==> src/rtl/wb_stage_pipe.sv <==
// Write-back stage with MEM/WB pipeline register, variable-latency load wait,
// load alignment/extension, result select, upstream stall and retire counting.
module wb_stage_pipe #(
    parameter int XLEN     = 32,
    parameter int REG_AW   = 5,
    parameter int MAX_WAIT = 15,
    parameter int CNT_W    = 32
) (
    input  logic                clk,
    input  logic                rst_n,
    input  logic                valid_MEM,
    input  logic                flush_MEMWB,
    input  logic [XLEN-1:0]     alu_result_MEM,
    input  logic [XLEN-1:0]     PC_plus4_MEM,
    input  logic [XLEN-1:0]     imm_MEM,
    input  logic [1:0]          mem2reg_MEM,
    input  logic                regWrite_MEM,
    input  logic [REG_AW-1:0]   rd_MEM,
    input  logic [2:0]          funct3_MEM,
    input  logic                dmem_rvalid,
    input  logic [XLEN-1:0]     dmem_rdata,
    output logic                rf_we,
    output logic [REG_AW-1:0]   rf_waddr,
    output logic [XLEN-1:0]     rf_wdata,
    output logic                stall_WB,
    output logic                load_timeout,
    output logic [CNT_W-1:0]    retire_cnt
);

    if (XLEN != 32) begin : g_bad_xlen
        $error("wb_stage_pipe: only XLEN=32 is supported");
    end
    if ((MAX_WAIT < 1) || (MAX_WAIT > 255)) begin : g_bad_max_wait
        $error("wb_stage_pipe: MAX_WAIT must be in 1..255");
    end

    localparam logic [7:0] MAX_WAIT_C = 8'(MAX_WAIT);

    typedef enum logic [0:0] {
        ST_RUN  = 1'b0,
        ST_WAIT = 1'b1
    } state_t;

    // Select the addressed byte/halfword and extend it according to funct3.
    function automatic logic [XLEN-1:0] load_extend(
        input logic [2:0]      f3,
        input logic [1:0]      off,
        input logic [XLEN-1:0] word
    );
        logic [7:0]  byte_v;
        logic [15:0] half_v;
        logic [XLEN-1:0] res_v;
        case (off)
            2'd0:    byte_v = word[7:0];
            2'd1:    byte_v = word[15:8];
            2'd2:    byte_v = word[23:16];
            2'd3:    byte_v = word[31:24];
            default: byte_v = word[7:0];
        endcase
        half_v = off[1] ? word[31:16] : word[15:0];
        case (f3)
            3'b000:  res_v = {{24{byte_v[7]}}, byte_v};
            3'b100:  res_v = {24'd0, byte_v};
            3'b001:  res_v = {{16{half_v[15]}}, half_v};
            3'b101:  res_v = {16'd0, half_v};
            default: res_v = word;
        endcase
        return res_v;
    endfunction

    logic              valid_r;
    logic [1:0]        sel_r;
    logic              we_r;
    logic [REG_AW-1:0] rd_r;
    logic [2:0]        f3_r;
    logic [XLEN-1:0]   alu_r;
    logic [XLEN-1:0]   pc4_r;
    logic [XLEN-1:0]   imm_r;
    state_t            state_r;
    logic [7:0]        wait_cnt_r;
    logic [CNT_W-1:0]  retire_cnt_r;

    logic              is_load_s;
    logic              timeout_now_s;
    logic              stall_s;
    logic              complete_s;
    logic              rf_we_s;
    logic [XLEN-1:0]   wdata_s;

    // Completion, stall and timeout decode for the instruction held in WB.
    always_comb begin
        is_load_s     = valid_r & (sel_r == 2'b01);
        timeout_now_s = is_load_s & ~dmem_rvalid & (state_r == ST_WAIT)
                        & (wait_cnt_r == MAX_WAIT_C);
        stall_s       = is_load_s & ~dmem_rvalid & ~timeout_now_s;
        complete_s    = valid_r & ~stall_s;
        rf_we_s       = complete_s & we_r & (rd_r != {REG_AW{1'b0}}) & ~timeout_now_s;
    end

    // Result source select.
    always_comb begin
        wdata_s = alu_r;
        case (sel_r)
            2'b00:   wdata_s = alu_r;
            2'b01:   wdata_s = load_extend(f3_r, alu_r[1:0], dmem_rdata);
            2'b10:   wdata_s = pc4_r;
            2'b11:   wdata_s = imm_r;
            default: wdata_s = alu_r;
        endcase
    end

    assign rf_we        = rf_we_s;
    assign rf_waddr     = rd_r;
    assign rf_wdata     = wdata_s;
    assign stall_WB     = stall_s;
    assign load_timeout = timeout_now_s;
    assign retire_cnt   = retire_cnt_r;

    // MEM/WB pipeline register; holds while stalled, so a flush is ignored then.
    always_ff @(posedge clk) begin
        if (!rst_n) begin
            valid_r <= 1'b0;
            sel_r   <= 2'b00;
            we_r    <= 1'b0;
            rd_r    <= {REG_AW{1'b0}};
            f3_r    <= 3'b000;
            alu_r   <= {XLEN{1'b0}};
            pc4_r   <= {XLEN{1'b0}};
            imm_r   <= {XLEN{1'b0}};
        end else if (!stall_s) begin
            valid_r <= valid_MEM & ~flush_MEMWB;
            sel_r   <= mem2reg_MEM;
            we_r    <= regWrite_MEM;
            rd_r    <= rd_MEM;
            f3_r    <= funct3_MEM;
            alu_r   <= alu_result_MEM;
            pc4_r   <= PC_plus4_MEM;
            imm_r   <= imm_MEM;
        end else begin
            valid_r <= valid_r;
        end
    end

    // Load-wait FSM with wait-cycle counter.
    always_ff @(posedge clk) begin
        if (!rst_n) begin
            state_r    <= ST_RUN;
            wait_cnt_r <= 8'd0;
        end else begin
            case (state_r)
                ST_RUN: begin
                    if (is_load_s && !dmem_rvalid) begin
                        state_r    <= ST_WAIT;
                        wait_cnt_r <= 8'd1;
                    end else begin
                        state_r    <= ST_RUN;
                        wait_cnt_r <= 8'd0;
                    end
                end
                ST_WAIT: begin
                    if (dmem_rvalid || timeout_now_s || !is_load_s) begin
                        state_r    <= ST_RUN;
                        wait_cnt_r <= 8'd0;
                    end else begin
                        state_r    <= ST_WAIT;
                        wait_cnt_r <= wait_cnt_r + 8'd1;
                    end
                end
                default: begin
                    state_r    <= ST_RUN;
                    wait_cnt_r <= 8'd0;
                end
            endcase
        end
    end

    // Retired-instruction counter; timeouts retire too, wraps naturally.
    always_ff @(posedge clk) begin
        if (!rst_n) begin
            retire_cnt_r <= {CNT_W{1'b0}};
        end else if (complete_s) begin
            retire_cnt_r <= retire_cnt_r + {{(CNT_W-1){1'b0}}, 1'b1};
        end else begin
            retire_cnt_r <= retire_cnt_r;
        end
    end

endmodule

==> config.mk <==
export PLATFORM = sky130hd
export DESIGN_NAME = wb_stage_pipe
export DESIGN_NICKNAME = d
export VERILOG_FILES = /design/src/rtl/wb_stage_pipe.sv
export SDC_FILE = /design/constraint.sdc
export NUM_CORES = 1
export LEC_CHECK = 0
export ABC_AREA = 0
export CAP_MARGIN = 5
export CORE_MARGIN = 3
export CORE_UTILIZATION = 25
export DETAILED_ROUTE_END_ITERATION = 16
export PLACE_DENSITY = 0.53
export SETUP_SLACK_MARGIN = 0.1
export SKIP_LAST_GASP = 1
export SYNTH_ARGS = -nofsm -noshare
export SYNTH_HDL_FRONTEND = slang
export SYNTH_SLANG_ARGS = --single-unit
==> constraint.sdc <==
create_clock -name clk -period 1.9 [get_ports clk]
set_input_delay 0.285 -clock clk [delete_from_list [all_inputs] [get_ports clk]]
set_output_delay 0.285 -clock clk [all_outputs]
set_load 0.05 [all_outputs]
# ---- Word-level counts from Yosys, hierarchy flattened
# Index checks and enable logic that the tools add are counted.
dict set report totals {
  romBits 0
  latch_bits 0
  input_bits 144
  regBits 149
  output_inout_bits 72
  ram_bits 0
  memories 0
  elab_cells 57
}
dict set report op_classes {
  n_mux 10
  n_bitwise 15
  n_eq_ne 10
  order_cmp 0
  n_addsub 2
  multipliers 0
  div_mod_pow 0
  n_shift 0
  reduce_logical 9
}
# cell count
set op_table {}
lappend op_table {{case mux 32 bit (4 select lines)} 2}
lappend op_table {{adder 32 x 1 -> 32 bit (second input constant)} 1}
lappend op_table {{case mux 8 bit (4 select lines)} 1}
lappend op_table {{2-to-1 mux 16 bit} 1}
lappend op_table {{case mux 8 bit (2 select lines)} 1}
lappend op_table {{bitwise AND 1 bit} 10}
lappend op_table {{adder 8 x 1 -> 8 bit (second input constant)} 1}
lappend op_table {{equality test 2 bit (second input constant)} 4}
lappend op_table {{equality test 8 x 4 -> 1 bit (second input constant)} 1}
lappend op_table {{2-to-1 mux 8 bit} 1}
lappend op_table {{equality test 3 bit (second input constant)} 2}
lappend op_table {{NOT 1 bit} 5}
lappend op_table {{nonzero test 5 bit} 1}
lappend op_table {{equality test 2 x 1 -> 1 bit (second input constant)} 2}
lappend op_table {{zero test 2 bit} 2}
lappend op_table {{equality test 3 x 1 -> 1 bit (second input constant)} 1}
lappend op_table {{zero test 3 bit} 1}
lappend op_table {{2-to-1 mux 1 bit} 3}
lappend op_table {{zero test 1 bit} 2}
lappend op_table {{logical OR 1 bit} 2}
lappend op_table {{case mux 1 bit (2 select lines)} 1}
lappend op_table {{logical AND 1 bit} 1}

# ---- Longest topological paths before layout
dict set report logic_depth {
  word_depth 12
  ltp_mapped 9
  depth_no_buf 6
}

# ---- Least setup slack after synthesis
# Ideal clock, no wire load.
dict set report synth_path {
  kind {reg2out}
  from {reg alu_r[1]}
  to {out rf_wdata[1]}
  required_time_ns 1.615
  n_path_buf 2
  setup_slack_ns -1.103
  path_stages_with_launch 5
  t_arrival_ns 2.718
  path_cell_list {dfxtp_1 > buf_2 > clkbuf_1 > inv_1 > o311ai_0}
}
dict set report synth_via {
  elab_chain_cells 4
  word_cells_on_any_way 8
  classes_between {3 x eq/ne; 4 x mux; 1 x reduce/logical}
}
# item line_no
set synth_rtl {}
lappend synth_rtl {{from (decl)} 76} ;# logic [XLEN-1:0] alu_r;
lappend synth_rtl {{from (signal assigned)} 127} ;# alu_r <= {XLEN{1'b0}};
lappend synth_rtl {{from (signal assigned)} 136} ;# alu_r <= alu_result_MEM;
lappend synth_rtl {{equality test 2 bit, or another cell as far along} 53} ;# case (off)
lappend synth_rtl {{case mux 8 bit (4 select lines)} 53}
lappend synth_rtl {{case mux 32 bit (4 select lines)} 61} ;# case (f3)
lappend synth_rtl {{case mux 32 bit (4 select lines) *} 103} ;# case (sel_r)
lappend synth_rtl {{to (decl)} 24} ;# output logic [XLEN-1:0] rf_wdata,
# Mark *: on every way between the ends. The rest lies on a longest branch, timed or not.

# ---- Final worst setup path
dict set report layout_path {
  from {reg alu_r[1]}
  to {out rf_wdata[8]}
}
dict set report layout_via {
  elab_chain_cells 4
  word_cells_on_any_way 8
  classes_between {3 x eq/ne; 4 x mux; 1 x reduce/logical}
}
# item line_no
set layout_rtl {}
lappend layout_rtl {{equality test 2 bit, or another cell as far along} 53}
lappend layout_rtl {{case mux 8 bit (4 select lines)} 53}
lappend layout_rtl {{case mux 32 bit (4 select lines) *} 61}
lappend layout_rtl {{case mux 32 bit (4 select lines) *} 103}
# Marks and branches as above.

==> impl_metrics.ini <==
[sta]
clock-skew-final_ns = 0.0155
final.setup.tns_ns = -45.26
finalSetupViolCount = 184
timing.final.crit_period_ns = 2.38
post-route-period-util_pct = 125
max_slew_margin_pct = 65.5
fmaxAchievable_mhz = 420
slew_at_the_pin_with_the_worst_max_slew_slack_ns = 0.520
hold_viol = 0
rsz_0062_raised_after_global_routing = true
timing_max_transition_violations_final = 0
postLayoutSetupSlackWorst_ns = -0.479

[clocking]
clock_tree_from_tritoncts = yes
cts.htree.levels = 4
cts_root_buf = sky130_fd_sc_hd__clkbuf_16
tritoncts_num_sinks = 149
cts_buffers = 17
clock_path_buffers = 2
worst_setup_hold_path_clk_slew_ns = 0.06
clk-insertion-delay-late_ns = 0.43
post_cts_hold_buffer_count = 0

[yosys]
synth_cells = 940
async_flop_share_pct = 0
yosys_warnings = 0
ys_ff_latch = 149
synth_ff_type = sky130_fd_sc_hd__dfxtp_1
post_synthesis_net_count = 1086
summed_instance_area_of_the_synthesized_netlist_mm2 = 0.00719
post_synth_num_cell_types = 44
synth_edf_count = 0
post_synth.cell_area_avg_um2 = 7.65
post_synth_main_area_contributors = sky130_fd_sc_hd__dfxtp_1, sky130_fd_sc_hd__nand2_1, sky130_fd_sc_hd__a21oi_1, sky130_fd_sc_hd__mux2i_1, sky130_fd_sc_hd__o221ai_1
post-synth-top-area-fraction_pct = 41.5
synth_area_leader_cell = sky130_fd_sc_hd__dfxtp_1
synthTopCellsByCount = sky130_fd_sc_hd__nand2_1, sky130_fd_sc_hd__dfxtp_1, sky130_fd_sc_hd__a21oi_1, sky130_fd_sc_hd__clkbuf_1, sky130_fd_sc_hd__o21ai_0
yosysSeqAreaShare_pct = 41.5
most_frequent_cell_after_synthesis = sky130_fd_sc_hd__nand2_1

[route]
detailedRoute.firstIterationViolations = 556
route.antenna.remaining_nets = 0
totalWireLength_mm = 34.5
drt_drc_violations_left = 0
detail_route.wl_per_cell_um = 20.8
detail_route.first_pass.iterations = 5
vias_per_cell = 5.12
vias = 8517

[cells_and_area]
share_of_layout_cells_above_drive_strength_1_pct = 54.0
final_net_count = 1415
postLayoutCellArea_mm2 = 0.0154
area_growth_syn_to_layout_pct = 114

[critical_path]
timing.critical_path.to_type = output port
worstPathRequired_ns = 1.62
worst-path-max-fanout = 7
worstPathArrival_ns = 2.09
start_kind = flip-flop
critPathKind = reg -> out

[placed_design]
buffer_ports.inserted = 215
gpl.final_weighted_congestion = 0.881
post-dp-hpwl_mm = 20.1
post_dp_cell_area_mm2 = 0.0113

[outcome]
run_status = finished, violations left
failed_checks = negative setup slack

[floorplanning]
std_cell_rows = 61
core_region_area_mm2 = 0.0281
top_level_ports = 216
die_area_mm2 = 0.0308
die_w_um = 176
floorplan.die.height_um = 176
floorplan.initialDensity_pct = 25.6

[grt]
groute.usage.overall_pct = 21.1
global_route.overflow_total = 0
grt_antenna_before_repair = 5
largest_net_degree_at_the_start_of_global_routing = 46
vias_in_the_first_global_route = 8455
grt_pass1_wl_mm = 50.1

[job]
count_of_maximum_capacitance_violations = 0

[power_and_ir_drop]
vdd.ir_drop.worst_uv = 571
pwr_density_cell_mw_per_mm2 = 593
static-leakage-power_uw = 0.00637
post-layout-total-power_uw = 9120

[hold_path]
hold_path_class = in -> reg
## critical path: stages (launching register included)
cell and delay (ns):
sky130_fd_sc_hd__dfxtp_4 0.39, sky130_fd_sc_hd__mux4_2 0.53, sky130_fd_sc_hd__a21o_4 0.29, sky130_fd_sc_hd__o221ai_4 0.20
sky130_fd_sc_hd__o21ai_4 0.10, sky130_fd_sc_hd__buf_12 0.15
## cells in the final DEF (no fill, tap or decap), types with 7 or more instances in the layout
cell type                         instances
sky130_fd_sc_hd__or4_1                    8
sky130_fd_sc_hd__buf_16                  21
sky130_fd_sc_hd__nand2_4                135
sky130_fd_sc_hd__clkdlybuf4s50_1        143
sky130_fd_sc_hd__o21ai_2                  7
sky130_fd_sc_hd__o21ai_4                 17
sky130_fd_sc_hd__nand4_1                  7
sky130_fd_sc_hd__buf_12                  70
sky130_fd_sc_hd__nand2_1                 83
sky130_fd_sc_hd__and2_1                   9
sky130_fd_sc_hd__dfxtp_2                 14
sky130_fd_sc_hd__buf_8                    8
sky130_fd_sc_hd__nor4_4                  11
sky130_fd_sc_hd__o21ai_0                 17
sky130_fd_sc_hd__dlygate4sd2_1           25
sky130_fd_sc_hd__a21oi_2                115
sky130_fd_sc_hd__a21oi_1                 22
sky130_fd_sc_hd__o221ai_1                19
sky130_fd_sc_hd__nand3_1                 11
sky130_fd_sc_hd__buf_4                   92
sky130_fd_sc_hd__nand2_2                 53
sky130_fd_sc_hd__mux2i_1                 35
sky130_fd_sc_hd__nor2_1                   9
sky130_fd_sc_hd__dfxtp_4                 15
sky130_fd_sc_hd__clkbuf_16               22
sky130_fd_sc_hd__o31ai_1                 11
sky130_fd_sc_hd__or4_4                    7
sky130_fd_sc_hd__nand2b_1                19
sky130_fd_sc_hd__nor2b_1                 16
sky130_fd_sc_hd__dfxtp_1                120
sky130_fd_sc_hd__buf_6                   21
## through the flow
| step | hold slack (ns) | utilization (%) | std cells | worst slack (ns) |
|---|---|---|---|---|
| after floorplan | 0.406 | - | 940 | -0.0733 |
| after global placement | 0.436 | 40.1 | 1557 | -0.474 |
| after detailed placement | 0.443 | 40.1 | 1557 | -0.467 |
| after CTS | 0.386 | 49.9 | 1648 | -0.513 |
| after global routing | 0.387 | 54.7 | 1662 | -0.531 |
| final | 0.412 | 54.7 | 1662 | -0.479 |
## cell families after synthesis
kind of cell    count (synthesis)  synth area share (%)
simple gates                  404                  25.8
compound gates                243                  19.7
flops                         149                  41.5
buf+inv                        90                  4.99
mux                            46                  6.96
xor+xnor                        6                 0.731
fa+ha+maj                       2                 0.348
## cell type report
class                           count  area (um2)
Fill cell                        2466       12700
Inverter                           12        85.1
Clock buffer                       19         443
Multi-Input combinational cell    701        6330
Timing Repair Buffer              385        4800
Timing Repair inverter              3        42.5
Sequential cell                   149        3060
Tap cell                          378         473
Antenna cell                        2        5.00
Clock inverter                     13         136
## power by group
group          switching (uW)  total (uW)  internal [uW]
Clock                    1520        3400           1880
Combinational            1190        2360           1170
Sequential                130        3370           3240
Total                    2830        9120           6290
## path summary, 6_finish.rpt
kind | slack [ns] | end | from | depth (start not counted)
worst max-delay path | -0.48 | rf_wdata[8] | alu_r[1] | 5
worst min register to register | 0.46 | rf_waddr[3] | rf_waddr[3] | 2
worst min-delay path | 0.41 | alu_r[1] | alu_result_MEM[1] | 3
worst max register to register | -0.34 | retire_cnt[7] | wait_cnt_r[5] | 8
## layer usage
metal / share of wire [%] / wire length [um] / track usage, % / vias to the layer above
met5: 0.14 / 47 / 0 / -
met4: 2.8 / 959 / 6.20 / 6
met3: 6.3 / 2170 / 5.75 / 61
met2: 49 / 16800 / 34.7 / 290
met1: 42 / 14500 / 27.1 / 4199
li1: - / - / - / 3961
## repair_timing
item / in CTS / in global routing
resized for setup: 353 / 298
setup buffers: 34 / 12
endpoints found under the setup margin: 191 / 184
gates cloned: 27 / 5
pin swaps: 139 / 173
## registers in the layout, summed over array words and instances, names as in the netlist
name / flops
alu_r: 32
imm_r: 32
pc4_r: 32
retire_cnt: 32
wait_cnt_r: 8
rf_waddr: 5
f3_r: 3
sel_r: 2
state_r: 1
valid_r: 1
we_r: 1
Note: power is estimated with default switching activity, not from simulation.
